**src/rtl/pll_lock_detector.sv**
```systemverilog
// -----------------------------------------------------------------------------
// pll_lock_detector
//
// Produces the pll_lock status consumed by the clock-safety monitors.
// The reference clock domain supplies ref_toggle, which flips once per
// reference window. Each flip is synchronised into clk_pll, and the number of
// clk_pll cycles between flips is counted. Each count is range-checked against
// [cnt_low, cnt_high], and the result drives a lock/unlock hysteresis FSM.
//
// If no boundary arrives before the window counter reaches all-ones, the
// window is treated as a bad measurement (timeout). The following boundary is
// then treated as the start of a fresh partial window.
//
// State table
//   state       | meaning
//   ------------+------------------------------------------------------------
//   ST_UNLOCKED | no lock; waiting for the first good window
//   ST_ACQUIRE  | counting consecutive good windows toward LOCK_WINDOWS
//   ST_LOCKED   | locked; every window so far good since entry
//   ST_SLIP     | locked, but counting consecutive bad windows toward unlock
// -----------------------------------------------------------------------------
module pll_lock_detector #(
    parameter int CNT_W          = 16,
    parameter int LOCK_WINDOWS   = 4,
    parameter int UNLOCK_WINDOWS = 2,
    parameter int SYNC_STAGES    = 2
) (
    input  logic             clk_pll,
    input  logic             rst_n,
    input  logic             enable,
    input  logic             ref_toggle,
    input  logic [CNT_W-1:0] cnt_low,
    input  logic [CNT_W-1:0] cnt_high,
    output logic             pll_lock,
    output logic [CNT_W-1:0] meas_count,
    output logic             meas_valid,
    output logic             window_ok,
    output logic             lock_lost
);

    localparam int GOOD_W = (LOCK_WINDOWS   > 1) ? $clog2(LOCK_WINDOWS + 1)   : 1;
    localparam int BAD_W  = (UNLOCK_WINDOWS > 1) ? $clog2(UNLOCK_WINDOWS + 1) : 1;

    // Counter value at which one more good/bad window completes the run.
    localparam logic [GOOD_W-1:0] GOOD_LAST = GOOD_W'(LOCK_WINDOWS - 1);
    localparam logic [BAD_W-1:0]  BAD_LAST  = BAD_W'(UNLOCK_WINDOWS - 1);
    localparam logic [CNT_W-1:0]  CNT_MAX   = '1;

    typedef enum logic [2:0] {
        ST_UNLOCKED = 3'b000,
        ST_ACQUIRE  = 3'b011,
        ST_LOCKED   = 3'b101,
        ST_SLIP     = 3'b110
    } state_t;

    // -------------------------------------------------------------------------
    // Registers and wires
    // -------------------------------------------------------------------------
    logic [SYNC_STAGES-1:0] r_sync;
    logic                   r_hist;
    logic [CNT_W-1:0]       r_win_cnt;
    logic                   r_first_win;

    logic [CNT_W-1:0]       r_meas_count;
    logic                   r_meas_valid;
    logic                   r_window_ok;
    logic                   r_pll_lock;
    logic                   r_lock_lost;

    state_t                 r_state;
    logic [GOOD_W-1:0]      r_good_cnt;
    logic [BAD_W-1:0]       r_bad_cnt;

    logic                   w_boundary;
    logic                   w_cnt_sat;
    logic                   w_timeout;
    logic                   w_in_range;
    logic                   w_eval;
    logic                   w_eval_good;

    state_t                 w_state_nxt;
    logic [GOOD_W-1:0]      w_good_nxt;
    logic [BAD_W-1:0]       w_bad_nxt;
    logic                   w_lock_nxt;
    logic                   w_lost_nxt;

    // -------------------------------------------------------------------------
    // ref_toggle synchroniser plus history flop.
    // This chain keeps running while the detector is disabled, so that
    // re-enabling it does not produce a stale edge.
    // -------------------------------------------------------------------------
    always_ff @(posedge clk_pll or negedge rst_n) begin
        if (!rst_n) begin
            r_sync <= '0;
            r_hist <= 1'b0;
        end else begin
            r_sync <= {r_sync[SYNC_STAGES-2:0], ref_toggle};
            r_hist <= r_sync[SYNC_STAGES-1];
        end
    end

    // Either polarity of the synchronised toggle marks a window boundary.
    assign w_boundary = r_sync[SYNC_STAGES-1] ^ r_hist;

    // All-ones with no boundary is the timeout case. If a boundary arrives on
    // the same edge, the boundary takes priority and the count is still
    // reported (as not good).
    assign w_cnt_sat   = (r_win_cnt == CNT_MAX);
    assign w_timeout   = w_cnt_sat & ~w_boundary;
    assign w_in_range  = (r_win_cnt >= cnt_low) && (r_win_cnt <= cnt_high) && !w_cnt_sat;
    assign w_eval      = enable & ((w_boundary & ~r_first_win) | w_timeout);
    assign w_eval_good = w_boundary & w_in_range;

    // -------------------------------------------------------------------------
    // Window counter and partial-window tracking.
    // The timeout branch restarts the count before the counter can wrap, so
    // the count effectively saturates at all-ones.
    // -------------------------------------------------------------------------
    always_ff @(posedge clk_pll or negedge rst_n) begin
        if (!rst_n) begin
            r_win_cnt   <= '0;
            r_first_win <= 1'b1;
        end else if (!enable) begin
            r_win_cnt   <= '0;
            r_first_win <= 1'b1;
        end else if (w_boundary) begin
            r_win_cnt   <= CNT_W'(1);
            r_first_win <= 1'b0;
        end else if (w_timeout) begin
            r_win_cnt   <= CNT_W'(1);
            r_first_win <= 1'b1;
        end else begin
            r_win_cnt   <= r_win_cnt + 1'b1;
        end
    end

    // -------------------------------------------------------------------------
    // Measurement result registers, updated only on an evaluation.
    // -------------------------------------------------------------------------
    always_ff @(posedge clk_pll or negedge rst_n) begin
        if (!rst_n) begin
            r_meas_count <= '0;
            r_meas_valid <= 1'b0;
            r_window_ok  <= 1'b0;
        end else if (!enable) begin
            r_meas_count <= '0;
            r_meas_valid <= 1'b0;
            r_window_ok  <= 1'b0;
        end else begin
            r_meas_valid <= w_eval;
            if (w_eval) begin
                r_meas_count <= r_win_cnt;
                r_window_ok  <= w_eval_good;
            end
        end
    end

    // -------------------------------------------------------------------------
    // FSM state and run counters
    // -------------------------------------------------------------------------
    always_ff @(posedge clk_pll or negedge rst_n) begin
        if (!rst_n) begin
            r_state    <= ST_UNLOCKED;
            r_good_cnt <= '0;
            r_bad_cnt  <= '0;
        end else begin
            r_state    <= w_state_nxt;
            r_good_cnt <= w_good_nxt;
            r_bad_cnt  <= w_bad_nxt;
        end
    end

    // -------------------------------------------------------------------------
    // Next-state logic. The FSM steps only on evaluations.
    // good_cnt is held at 0 outside ACQUIRE, and bad_cnt is held at 0 outside
    // SLIP. This lets the entry states share the run-completion compare, which
    // covers LOCK_WINDOWS==1 and UNLOCK_WINDOWS==1.
    // -------------------------------------------------------------------------
    always_comb begin
        w_state_nxt = r_state;
        w_good_nxt  = r_good_cnt;
        w_bad_nxt   = r_bad_cnt;
        w_lost_nxt  = 1'b0;

        if (!enable) begin
            w_state_nxt = ST_UNLOCKED;
            w_good_nxt  = '0;
            w_bad_nxt   = '0;
        end else begin
            case (r_state)
                ST_UNLOCKED, ST_ACQUIRE: begin
                    if (w_eval) begin
                        if (w_eval_good) begin
                            if (r_good_cnt == GOOD_LAST) begin
                                w_state_nxt = ST_LOCKED;
                                w_good_nxt  = '0;
                            end else begin
                                w_state_nxt = ST_ACQUIRE;
                                w_good_nxt  = r_good_cnt + 1'b1;
                            end
                        end else begin
                            w_state_nxt = ST_UNLOCKED;
                            w_good_nxt  = '0;
                        end
                    end
                end
                ST_LOCKED, ST_SLIP: begin
                    if (w_eval) begin
                        if (w_eval_good) begin
                            w_state_nxt = ST_LOCKED;
                            w_bad_nxt   = '0;
                        end else if (r_bad_cnt == BAD_LAST) begin
                            w_state_nxt = ST_UNLOCKED;
                            w_bad_nxt   = '0;
                            w_lost_nxt  = 1'b1;
                        end else begin
                            w_state_nxt = ST_SLIP;
                            w_bad_nxt   = r_bad_cnt + 1'b1;
                        end
                    end
                end
                default: begin
                    w_state_nxt = ST_UNLOCKED;
                    w_good_nxt  = '0;
                    w_bad_nxt   = '0;
                end
            endcase
        end

        w_lock_nxt = (w_state_nxt == ST_LOCKED) || (w_state_nxt == ST_SLIP);
    end

    // -------------------------------------------------------------------------
    // Registered lock outputs.
    // These update on the same edge as meas_valid.
    // -------------------------------------------------------------------------
    always_ff @(posedge clk_pll or negedge rst_n) begin
        if (!rst_n) begin
            r_pll_lock  <= 1'b0;
            r_lock_lost <= 1'b0;
        end else begin
            r_pll_lock  <= w_lock_nxt;
            r_lock_lost <= w_lost_nxt;
        end
    end

    assign pll_lock   = r_pll_lock;
    assign meas_count = r_meas_count;
    assign meas_valid = r_meas_valid;
    assign window_ok  = r_window_ok;
    assign lock_lost  = r_lock_lost;

endmodule

```
**config.mk**
```make
export PLATFORM = sky130hd
export DESIGN_NAME = pll_lock_detector
export DESIGN_NICKNAME = d
export VERILOG_FILES = /design/src/rtl/pll_lock_detector.sv
export SDC_FILE = /design/constraint.sdc
export NUM_CORES = 1
export LEC_CHECK = 0
export BUFFER_PORTS_ARGS = -buffer_cell sky130_fd_sc_hd__buf_2
export CORE_ASPECT_RATIO = 1.4
export CORE_MARGIN = 2
export CORE_UTILIZATION = 30
export CTS_CLUSTER_DIAMETER = 120
export DETAILED_ROUTE_END_ITERATION = 16
export GPL_ROUTABILITY_DRIVEN = 1
export HOLD_SLACK_MARGIN = 0.06
export PLACE_DENSITY = 0.47
export SYNTH_ARGS = -nofsm -noshare
export SYNTH_HDL_FRONTEND = slang
export SYNTH_SLANG_ARGS = --single-unit
```
**constraint.sdc**
```tcl
create_clock -name clk_pll -period 3.1 [get_ports clk_pll]
set_clock_uncertainty 0.2 [all_clocks]
set_input_delay 0.31 -clock clk_pll [delete_from_list [all_inputs] [get_ports clk_pll]]
set_output_delay 0.31 -clock clk_pll [all_outputs]
set_load 0.005 [all_outputs]
```
; After elaboration in Yosys (flattened, before gate mapping)
; Index checks and enable logic that the tools add are counted.
[word_totals]
input_bits = 36
regBits = 48
[classes]
magnitude_cmp = 2
n_reduce_logical = 9
add_sub_neg = 3
mux = 34
n_bitwise = 8
eq_ne = 14
[ops]
columns = op, n
row1 = 2-to-1 mux 16 bit, 5
row2 = 2-to-1 mux 3 bit, 11
row3 = "adder 16 x 1 -> 16 bit, second input constant", 1
row4 = "== test 16 bit, second input constant", 1
row5 = >= comparator 16 bit, 1
row6 = less-or-equal comparator 16 bit, 1
row7 = "== test 3 bit, second input constant", 4
row8 = one-hot mux 3 bit (2 select lines), 2
row9 = 2-to-1 mux 1 bit, 11
row10 = 2-to-1 mux 2 bit, 4
row11 = "== test 3 x 2 -> 1 bit, second input constant", 2
row12 = "!= test 3 bit, second input constant", 2
row13 = bitwise AND 1 bit, 4
row14 = "!= test 2 bit, second input constant", 2
row15 = one-hot mux 2 bit (2 select lines), 1
row16 = AND reduction 2 bit, 2
row17 = OR reduction 2 bit, 2
row18 = "adder 3 x 1 -> 3 bit, second input constant", 1
row19 = logical NOT 3 bit, 1
row20 = "!= test 3 x 1 -> 1 bit, second input constant", 1
row21 = "adder 2 x 1 -> 2 bit, second input constant", 1
row22 = "== test 2 x 1 -> 1 bit, second input constant", 1
row23 = logical AND 1 bit, 2
row24 = "!= test 2 x 1 -> 1 bit, second input constant", 1
row25 = 5 further kinds, 6

; Longest topological paths before layout
; Gate-level depths: netlist (run 1).
[logic_depth]
word_depth = 10
depth_mapped = 9

; Least setup slack after synthesis (run 1)
; OpenSTA, ideal clock, no wires.
[synth_path]
kind = reg-to-reg
start = register r_win_cnt[1]
end = register r_good_cnt[1]
arrival_ps = 1966
path_stages_with_launch = 9
n_path_buf = 0
setup_slack_ps = 813
synth_period_minus_slack_ps = 2287
t_required_ps = 2778
cell_sequence = dfrtp_1 > ha_1 > nor2b_1 > o211a_1 > a211oi_1 > o21ai_0 > a31oi_4 > nor2_1 > a32o_1
[synth_via]
elab_chain_cells = 8
[synth_rtl]
columns = element, line
row1 = from (decl), 61  ; logic [CNT_W-1:0] r_win_cnt;
row2 = from (signal assigned), 133  ; r_win_cnt <= r_win_cnt + 1'b1;
row3 = >= comparator 16 bit (tied with other cells), 110  ; assign w_in_range = (r_win_cnt >= cnt_low) && (r_win_cnt <= cnt_high) && !w_cnt_sat;
row4 = logical AND 1 bit or logical NOT 1 bit (tied branches), 110
row5 = logical AND 1 bit, 110
row6 = bitwise AND 1 bit, 112  ; assign w_eval_good = w_boundary & w_in_range;
row7 = 2-to-1 mux 3 bit, 193  ; if (w_eval_good) begin
row8 = 2-to-1 mux 3 bit, 192  ; if (w_eval) begin
row9 = one-hot mux 3 bit (2 select lines), 190  ; case (r_state)
row10 = 2-to-1 mux 3 bit, 185  ; if (!enable) begin
row11 = to (signal assigned), 168  ; r_good_cnt <= w_good_nxt;
row12 = to (decl), 71  ; logic [GOOD_W-1:0] r_good_cnt;
; Parallel ways exist; a longest one is shown, timed or not. The select of a mux whose other input is x is not followed.
; A chain may end at the register's enable or synchronous reset.

; Worst setup path in the final report (run 1)
[layout_path]
start = register r_win_cnt[0]
end = register r_state[1]
[layout_via]
elab_chain_cells = 8
[layout_rtl]
columns = element, line
row1 = >= comparator 16 bit (tied with other cells), 110
row2 = logical AND 1 bit or logical NOT 1 bit (tied branches), 110
row3 = logical AND 1 bit, 110
row4 = bitwise AND 1 bit, 112
row5 = 2-to-1 mux 3 bit (on tied branches), "209, 193"
row6 = 2-to-1 mux 3 bit (on tied branches), "208, 192"
row7 = one-hot mux 3 bit (2 select lines) (*), 190
row8 = 2-to-1 mux 3 bit (*), 185
row9 = named net w_state_nxt[1], 81  ; state_t w_state_nxt;
row10 = to (signal assigned), 167  ; r_state <= w_state_nxt;
row11 = to (decl), 70  ; state_t r_state;
; The timed path passes the listed nets; every way through them passes the cells marked *.

==> flow_summary_export.csv, run 1 <==
group,metric,value,unit
status,status,"completed",
route,ant_nets,0,
critical_path,rr_worst_depth,9,
place,dpl.cell_count,501,
route,drt-vias-per-instance,4.71,
critical_path,critPathKind,"flip-flop to flip-flop",
route,routedWlPerCell,13.9,um
final_layout,regArea,1200,um^2
timing,rsz0062_at_grt,"false",
timing,hold_viol,0,
critical_path,critical-path-slowest-cell,"dfrtp_1",
clock_tree,htreeDepth,2,
timing,fin_crit,2680,ps
critical_path,crit_chain,"inv_1, ha_1, a31o_2, a211oi_1, o21ai_0, a31oi_4, nor2_1, buf_4, o311ai_1",
global_routing,grt_pass1_wl,11800,um
route,first_pass_iters,4,
floorplan,initial_core_util,31.0,%
final_layout,diodes,0,
place,place_congestion,0.743,
clock_tree,cts_buffers,5,
critical_path,r2r_setup_slack,420,ps
route,met2_length,3670,um
synth,syn_inst,319,
critical_path,worst_ep_arrival_time,2670,ps
critical_path,cp.required,3090,ps
place,dpl.hpwl,5350,um
floorplan,die_w,88.0,um
global_routing,gr-usage-all-layers,14.3,%
final_layout,final_cell_mix,"buf_2, nor2_1, dfrtp_1",
power_and_ir_drop,p_total,0.00134,W
place,dpl_cell_area,3390,um^2
final_layout,final_common_cell,"buf_2",
final_layout,design_area,3550,um^2
critical_path,cp_top_family,"compound AO/OA/AOI/OAI gates",
clock_tree,clk_pin_slew,70,ps
critical_path,critPathMaxFanout,7,
clock_tree,hold_buffers,1,
critical_path,cp-end-kind,"flip-flop",
final_layout,drive_above_1_share,19.6,%
synth,yosys-top-cells-area,"dfrtp_1, ha_1, nor2_1, inv_1, mux2i_1",
timing,period_share,86.5,%
floorplan,rows,42,
timing,setup_viol,0,
power_and_ir_drop,peakVddDrop,188,uV
critical_path,start_kind,"flip-flop",
route,drc,0,
timing,whs,22.5,ps
clock_tree,clock_path_buffers,2,
synth,synth_nets,389,
timing,slew_viol_final,0,
clock_tree,ctsResizeCount,0,
synth,ys_seq_area_share,40.5,%
route,routed.top_layer,"met4",
timing,fin_setup_tns,0,ps
final_layout,multi_input_area,1590,um^2
synth,netlist_area,2970,um^2
worst_hold_path,hold_class,"primary input to asynchronous set/reset pin",
route,drt_iter0_drc,93,
floorplan,die_h,122,um
run,drv_cap,0,
synth,synth_top_area_share,39.7,%
route,wl_met3,252,um
timing,max_slew_margin,28.7,%
power_and_ir_drop,power_density,378,nW/um^2
route,met1Wirelength,3080,um
timing,timing.fmax,373,MHz
clock_tree,root_buffer,"clkbuf_16",
global_routing,grt_max_degree,49,
synth,ys_ff_latch,48,
critical_path,critPathBufInv,2,
global_routing,grt_pass1_vias,2414,
global_routing,antenna_found_initial,0,
clock_tree,cts_sinks,48,
final_layout,nFillCells,1027,
floorplan,io_pins,56,
critical_path,r2r_start,"r_win_cnt[0]$_DFF_PN0_",
route,vias,2403,
final_layout,fin_nets,447,
synth,yosysUniqueCellTypes,44,
clock_tree,postCtsSetupBuffers,0,
final_layout,areaGrowthSynthToFinish,19.8,%
critical_path,r2r-end,"r_state[1]$_DFF_PN0_",
critical_path,slowest_delay,490,ps
synth,syn_avg_cell_area,9.30,um^2
final_layout,fin_cells,510,
clock_tree,cts_tree,"yes",
global_routing,overflow,0,
synth,ys_warn_count,0,
floorplan,dieArea,10700,um^2
floorplan,core_area,9560,um^2
route,wl,7090,um
clock_tree,worstSkewPairLatency,290,ps
timing,tightest_slew,1070,ps
place,portBuffers,55,
synth,synth_top_cell_by_area,"dfrtp_1",
power_and_ir_drop,p_leak,1.95,nW
[sequential cells by signal (all words and copies together), names as in the netlist, 2 cells and up]
register,cells
meas_count,16
r_bad_cnt,2
r_good_cnt,3
r_state,3
r_sync,2
r_win_cnt,16
[stage by stage]
| stage | util (%) | setup WS [ps] |
|---|---|---|
| 6_report | 37.1 | 419 |
| 5_1_grt | 37.1 | 225 |
| 4_1_cts | 37.1 | 375 |
| 3_5_place_dp | 35.5 | 381 |
| 3_3_place_gp | 35.5 | 410 |
| 2_1_floorplan | - | 813 |
[kinds of logic (layout without fill, tap and decap cells)]
family          count (synthesis)  count (layout)  share of synthesized area (%)
xor+xnor                       19              19                           5.61
mux                            13              13                           4.39
compound gates                 49              49                           11.2
simple gates                  112             112                           18.0
flops                          48              48                           40.5
buf+inv                        44             103                           5.87
fa+ha+maj                      34              34                           14.3
[synthesized netlist by cell type (all sizes together)]
cell type  instances
a211o              1
a211oi             3
a21boi             1
a21o               1
a21oi             22
a31o               1
a31oi              2
a32o               1
and2               1
and3               3
and4               2
buf                2
clkbuf             7
dfrtp             47
dfstp              1
ha                34
inv               35
mux2i             13
nand2             19
nand2b             4
nand3             12
nand4              9
nor2              49
nor2b              2
nor3               4
nor4               3
o211a              2
o211ai             1
o21a               3
o21ai              6
o21bai             1
o311ai             1
o31a               1
o31ai              1
o32ai              1
or3                4
xnor2              7
xor2              12
[worst max path at each step]
stage,to,from,depth (start not counted)
2_1_floorplan,r_good_cnt[1]$_DFFE_PN0P_,r_win_cnt[1]$_DFF_PN0_,8
3_3_place_gp,r_good_cnt[0]$_DFFE_PN0P_,r_win_cnt[1]$_DFF_PN0_,8
3_5_place_dp,r_state[1]$_DFF_PN0_,r_win_cnt[1]$_DFF_PN0_,9
4_1_cts,r_state[1]$_DFF_PN0_,r_win_cnt[1]$_DFF_PN0_,9
5_1_grt,r_state[1]$_DFF_PN0_,r_win_cnt[1]$_DFF_PN0_,9
6_report,r_state[1]$_DFF_PN0_,r_win_cnt[0]$_DFF_PN0_,9
[area by class of cell]
type | instances | share of cell area [%]
inverter | 35 | 3.70
tap | 132 | 4.65
clock inverter | 2 | 0.282
multi-input combinational | 227 | 44.7
clock buffer | 6 | 3.91
sequential | 48 | 33.8
timing repair buffer | 60 | 8.88
[layer usage]
layer	vias to the layer above	track usage [%]
li1	1204	-
met2	56	25.0
met1	1136	18.4
met5	-	0
met4	0	3.98
met3	7	1.83
[report_power, final]
part / internal [W] / leakage [nW] / total, W / switching, W
Combinational: 0.0000612 / 1.21 / 0.000152 / 0.0000908
Clock: 0.000318 / 0.0766 / 0.000544 / 0.000226
Sequential: 0.000637 / 0.657 / 0.000648 / 0.0000113
(Power assumes the default switching activity.)
==> run 2, diff against run 1 <==
PLACE_DENSITY = 0.46   (was 0.47)
SKIP_LAST_GASP = 1   (was unset)
==> run 2 against run 1 <==
Cell count increased by 0.78%. Wire length increased by 3.4%. Combinational power about the same. Worst setup slack got worse by 120 ps. Sequential power about the same. Non-clock buffer count increased by 4. Worst hold slack got worse by 11 ps. Sequential share of layout area decreased by 0.18 points. Final area increased by 0.53%. Utilization increased by 0.20 points. Maximum frequency decreased by 4.2%. Via count increased by 0.83%. Largest power group unchanged. Highest routed layer unchanged.
==> flow_summary_export.csv, run 2 (synthesis gave the netlist of run 1 again) <==
group,metric,value,unit
floorplan,core_area,9560,um^2
floorplan,dieArea,10700,um^2
floorplan,die_w,88.0,um
final_layout,multi_input_area,1590,um^2
place,place_congestion,0.773,
final_layout,fin_nets,451,
route,routedWlPerCell,14.3,um
critical_path,rr_worst_depth,8,
critical_path,r2r_start,"r_win_cnt[1]$_DFF_PN0_",
timing,tightest_slew,1110,ps
route,drt-vias-per-instance,4.71,
power_and_ir_drop,p_total,0.00133,W
critical_path,crit_start,"r_win_cnt[1]$_DFF_PN0_",
critical_path,crit_end,"r_good_cnt[0]$_DFFE_PN0P_",
final_layout,areaGrowthSynthToFinish,20.4,%
final_layout,final_common_cell,"buf_2",
clock_tree,cts_buffers,5,
place,portBuffers,55,
critical_path,start_kind,"flip-flop",
critical_path,cp.required,3120,ps
clock_tree,root_buffer,"clkbuf_16",
timing,max_slew_margin,26.2,%
clock_tree,htreeDepth,2,
global_routing,overflow,0,
timing,hold_viol,0,
route,vias,2423,
timing,slew_viol_final,0,
place,dpl.hpwl,5530,um
critical_path,critPathMaxFanout,31,
timing,timing.fmax,357,MHz
route,drc,0,
final_layout,fin_cells,514,
final_layout,regArea,1200,um^2
place,dpl.cell_count,505,
route,wl,7330,um
final_layout,diodes,0,
run,drv_cap,0,
timing,fin_crit,2800,ps
global_routing,antenna_found_initial,0,
power_and_ir_drop,power_density,373,nW/um^2
critical_path,critPathKind,"flip-flop to flip-flop",
status,status,"completed",
critical_path,r2r-end,"r_good_cnt[0]$_DFFE_PN0P_",
timing,whs,11.1,ps
floorplan,rows,42,
floorplan,initial_core_util,31.0,%
clock_tree,cts_sinks,48,
route,first_pass_iters,4,
final_layout,final_cell_mix,"buf_2, nor2_1, dfrtp_1",
critical_path,cp-end-kind,"flip-flop",
floorplan,die_h,122,um
global_routing,gr-usage-all-layers,14.7,%
global_routing,grt_max_degree,49,
clock_tree,ctsResizeCount,0,
timing,period_share,90.3,%
power_and_ir_drop,peakVddDrop,185,uV
final_layout,drive_above_1_share,19.9,%
clock_tree,postCtsSetupBuffers,0,
worst_hold_path,hold_class,"primary input to asynchronous set/reset pin",
critical_path,worst_ep_arrival_time,2820,ps
clock_tree,clk_pin_slew,60,ps
route,drt_iter0_drc,149,
clock_tree,worstSkewPairLatency,290,ps
critical_path,r2r_setup_slack,300,ps
timing,setup_viol,0,
power_and_ir_drop,p_leak,1.96,nW
place,dpl_cell_area,3420,um^2
final_layout,nFillCells,1014,
timing,fin_setup_tns,0,ps
route,ant_nets,0,
final_layout,design_area,3570,um^2
global_routing,grt_pass1_vias,2447,
global_routing,grt_pass1_wl,12100,um
floorplan,io_pins,56,
clock_tree,cts_tree,"yes",
clock_tree,clock_path_buffers,2,
timing,rsz0062_at_grt,"false",
==> run 2: layout make-up <==
type                            count  share of cell area, %
Clock buffer                        7                   3.71
Clock inverter                      1                  0.140
Inverter                           35                   3.68
Multi-Input combinational cell    227                   44.5
Sequential cell                    48                   33.7
Tap cell                          132                   4.63
Timing Repair Buffer               64                   9.67
==> run 2: report_power, final <==
part / total, W / switching [W] / internal [W]
logic: 0.000153 / 0.0000925 / 0.0000607
clock network: 0.000532 / 0.000233 / 0.000299
registers: 0.000648 / 0.0000109 / 0.000637
==> run 2: how the worst min path moves through the flow <==
stage | end | slack (ps) | cells after the start | start
after floorplan | lock_lost$_DFF_PN0_ | -190 | 0 | rst_n
after global placement | r_sync[1]$_DFF_PN0_ | 140 | 0 | r_sync[0]$_DFF_PN0_
after detailed placement | r_sync[1]$_DFF_PN0_ | 150 | 0 | r_sync[0]$_DFF_PN0_
after CTS | window_ok$_DFFE_PN0P_ | 80 | 1 | rst_n
after global routing | meas_valid$_DFF_PN0_ | 140 | 1 | rst_n
final | meas_valid$_DFF_PN0_ | 10 | 1 | rst_n
==> run 2: metrics by stage <==
stage / worst slack, ps / util (%)
5_1_grt: 87.9 / 37.3
4_1_cts: 261 / 37.3
3_3_place_gp: 285 / 35.8
6_report: 302 / 37.3
3_5_place_dp: 282 / 35.8
2_1_floorplan: 813 / -
==> run 2: critical path, cell delays in order (launching register included) <==
cell	delay (ps)
dfrtp_1	490
ha_1	320
and4_1	240
nand2_1	130
o31a_4	550
nor2_4	190
nand3_1	100
or3_1	380
o21ai_1	130
==> run 2: timing repair <==
item | CTS | global route
hold endpoints to repair | 1 | 0
hold buffers | 1 | 0
endpoints found under the setup margin | 0 | 0
==> run 2: layer usage <==
metal / GRT usage (%) / up-vias / wire length, um
met5: 0 / - / 0
met4: 3.98 / 0 / 87
met3: 2.91 / 5 / 248
met1: 19.0 / 1159 / 3260
met2: 25.0 / 44 / 3730
li1: - / 1215 / -
==> run 3, diff against run 2 <==
ABC_AREA = 1   (was unset)
RECOVER_POWER = 50   (was unset)
==> run 3 against run 2 <==
Flip-flop and latch count is the same. Clock power rose by 4.5%. Count of clock-buffer cells in the layout stayed put. Maximum frequency increased by 13%. Largest cell class unchanged. Largest power group unchanged. Highest routed layer unchanged.
==> flow_summary_export.csv, run 3 <==
group,metric,value,unit
timing,fin_crit,2470,ps
synth,synth_top_cell_by_area,"dfrtp_1",
final_layout,diodes,0,
clock_tree,cts_sinks,48,
synth,synthTopCellsByCount,"nand2_1, inv_1, dfrtp_1, nor2_1, ha_1",
synth,async_flop_share,100,%
critical_path,critPathMaxFanout,15,
final_layout,final_common_cell,"nand2_1",
timing,whs,148,ps
global_routing,antenna_found_initial,0,
power_and_ir_drop,peakVddDrop,213,uV
power_and_ir_drop,power_density,399,nW/um^2
critical_path,rr_worst_depth,12,
critical_path,critical-path-slowest-cell,"dfrtp_1",
power_and_ir_drop,p_total,0.00144,W
synth,synth_top_area_share,38.9,%
timing,hold_viol,0,
floorplan,core_area,9850,um^2
synth,yosys-top-cells-area,"dfrtp_1, ha_1, nand2_1, inv_1, nor2_1",
power_and_ir_drop,p_leak,1.90,nW
clock_tree,clk_pin_slew,70,ps
route,first_pass_iters,4,
synth,ys_ff_latch,48,
worst_hold_path,hold_end,"r_sync[1]$_DFF_PN0_",
place,dpl.cell_count,568,
clock_tree,cts_tree,"yes",
synth,synth_nets,451,
timing,slew_viol_final,0,
timing,max_slew_margin,39.8,%
global_routing,overflow,0,
route,wl,7610,um
worst_hold_path,hp-start,"r_sync[0]$_DFF_PN0_",
timing,tightest_slew,903,ps
place,dpl.hpwl,6050,um
route,ant_nets,0,
synth,ys_warn_count,0,
route,vias,2624,
global_routing,grt_max_degree,35,
clock_tree,cts_buffers,5,
synth,ys_seq_area_share,39.8,%
synth,syn_avg_cell_area,7.93,um^2
final_layout,fin_nets,512,
final_layout,final_core_util,36.7,%
global_routing,grt_pass1_wl,12600,um
clock_tree,root_buffer,"clkbuf_16",
route,drt_iter0_drc,155,
floorplan,rows,43,
floorplan,die_h,123,um
critical_path,cp-end-kind,"flip-flop",
clock_tree,worstSkewPairLatency,290,ps
timing,period_share,79.7,%
critical_path,slowest_delay,420,ps
critical_path,r2r-end,"pll_lock$_DFF_PN0_",
timing,fin_setup_tns,0,ps
final_layout,drive_above_1_share,16.7,%
route,drt-vias-per-instance,4.54,
critical_path,r2r_start,"r_win_cnt[1]$_DFF_PN0_",
timing,rsz0062_at_grt,"false",
worst_hold_path,holdPathStages,0,
clock_tree,hold_buffers,2,
route,drc,0,
critical_path,critPathKind,"flip-flop to flip-flop",
final_layout,fin_cells,578,
floorplan,initial_core_util,30.7,%
critical_path,cp.required,3080,ps
floorplan,dieArea,10900,um^2
timing,timing.fmax,405,MHz
clock_tree,clock_path_buffers,2,
synth,synth_edf_count,0,
clock_tree,ctsResizeCount,0,
clock_tree,htreeDepth,2,
clock_tree,postCtsSetupBuffers,0,
run,drv_cap,0,
status,status,"completed",
final_layout,nFillCells,1043,
critical_path,crit_chain,"ha_1, nand2_1, nor2_2, nand2_2, nor2_4, nand3_4, nand2_4, nand3_4, clkinv_4, nand4_1, nand2_1, nor2_1",
synth,netlist_area,3020,um^2
critical_path,worst_ep_arrival_time,2450,ps
critical_path,r2r_setup_slack,630,ps
floorplan,io_pins,56,
place,portBuffers,55,
synth,yosysUniqueCellTypes,33,
synth,synth_flop_cell,"dfrtp_1",
route,routedWlPerCell,13.2,um
final_layout,final_cell_mix,"nand2_1, inv_1, dfrtp_1",
synth,syn_inst,381,
critical_path,start_kind,"flip-flop",
final_layout,areaGrowthSynthToFinish,19.5,%
worst_hold_path,hold_class,"flip-flop to flip-flop",
global_routing,grt_pass1_vias,2581,
place,place_congestion,0.823,
global_routing,gr-usage-all-layers,15.1,%
floorplan,die_w,88.8,um
timing,setup_viol,0,
synth,synth_most_common_cell,"nand2_1",
-- run 3: how the worst max path moves through the flow --
stage                                 startpoint                       to  slack, ps  depth (start not counted)
after global placement    r_win_cnt[1]$_DFF_PN0_  r_win_cnt[13]$_DFF_PN0_        590                         10
after floorplan           r_win_cnt[1]$_DFF_PN0_       pll_lock$_DFF_PN0_       1150                         12
after detailed placement  r_win_cnt[1]$_DFF_PN0_       pll_lock$_DFF_PN0_        620                         12
after CTS                 r_win_cnt[1]$_DFF_PN0_       pll_lock$_DFF_PN0_        600                         12
after global routing      r_win_cnt[1]$_DFF_PN0_       pll_lock$_DFF_PN0_        340                         12
final                     r_win_cnt[1]$_DFF_PN0_       pll_lock$_DFF_PN0_        630                         12
-- run 3: cell type report --
type                       instances  area [um^2]  area share [%]
clock buffer                       7          143            3.95
clock inverter                     1         7.51           0.208
inverter                          71          272            7.52
multi-input combinational        257         1530            42.2
sequential                        48         1200            33.3
tap                              135          169            4.68
timing repair buffer              59          293            8.11
-- run 3: through the flow --
step                      setup WS (ps)  area (um^2)
after floorplan                    1150         3020
after global placement              594         3460
after detailed placement            619         3460
after CTS                           595         3630
after global routing                340         3610
final                               630         3610
-- run 3: power by group --
group,internal (W),total [W],switching (W)
combinational,0.0000759,0.000220,0.000144
clock,0.000322,0.000556,0.000234
sequential,0.000649,0.000664,0.0000152
total,0.00105,0.00144,0.000393
-- run 3: logic make-up (layout without fill, tap and decap cells) --
| group | count (synthesis) | after routing | share of synthesized area [%] |
|---|---|---|---|
| AO/OA/AOI/OAI | 50 | 50 | 8.99 |
| XOR/XNOR | 8 | 8 | 2.32 |
| adder cells (fa/ha/maj) | 34 | 34 | 14.1 |
| buffers and inverters | 76 | 138 | 9.73 |
| flip-flops | 48 | 48 | 39.8 |
| AND/OR/NAND/NOR | 165 | 165 | 25.1 |
-- run 3: critical path: cells and delay by family (launching register included) --
kind,cells,cell delay [ps]
flops,1,420
fa+ha+maj,1,200
simple gates,10,1350
buf+inv,1,180
-- run 3: per-layer routing --
metal  GRT usage (%)  vias to the layer above  wire length (um)  share of wire, %
met4            4.64                        0                85               1.1
met3            2.02                        4               241               3.2
li1                -                     1342                 -                 -
met1            19.2                     1227              3300                43
met5               0                        -                 0                 0
met2            26.3                       51              3980                52
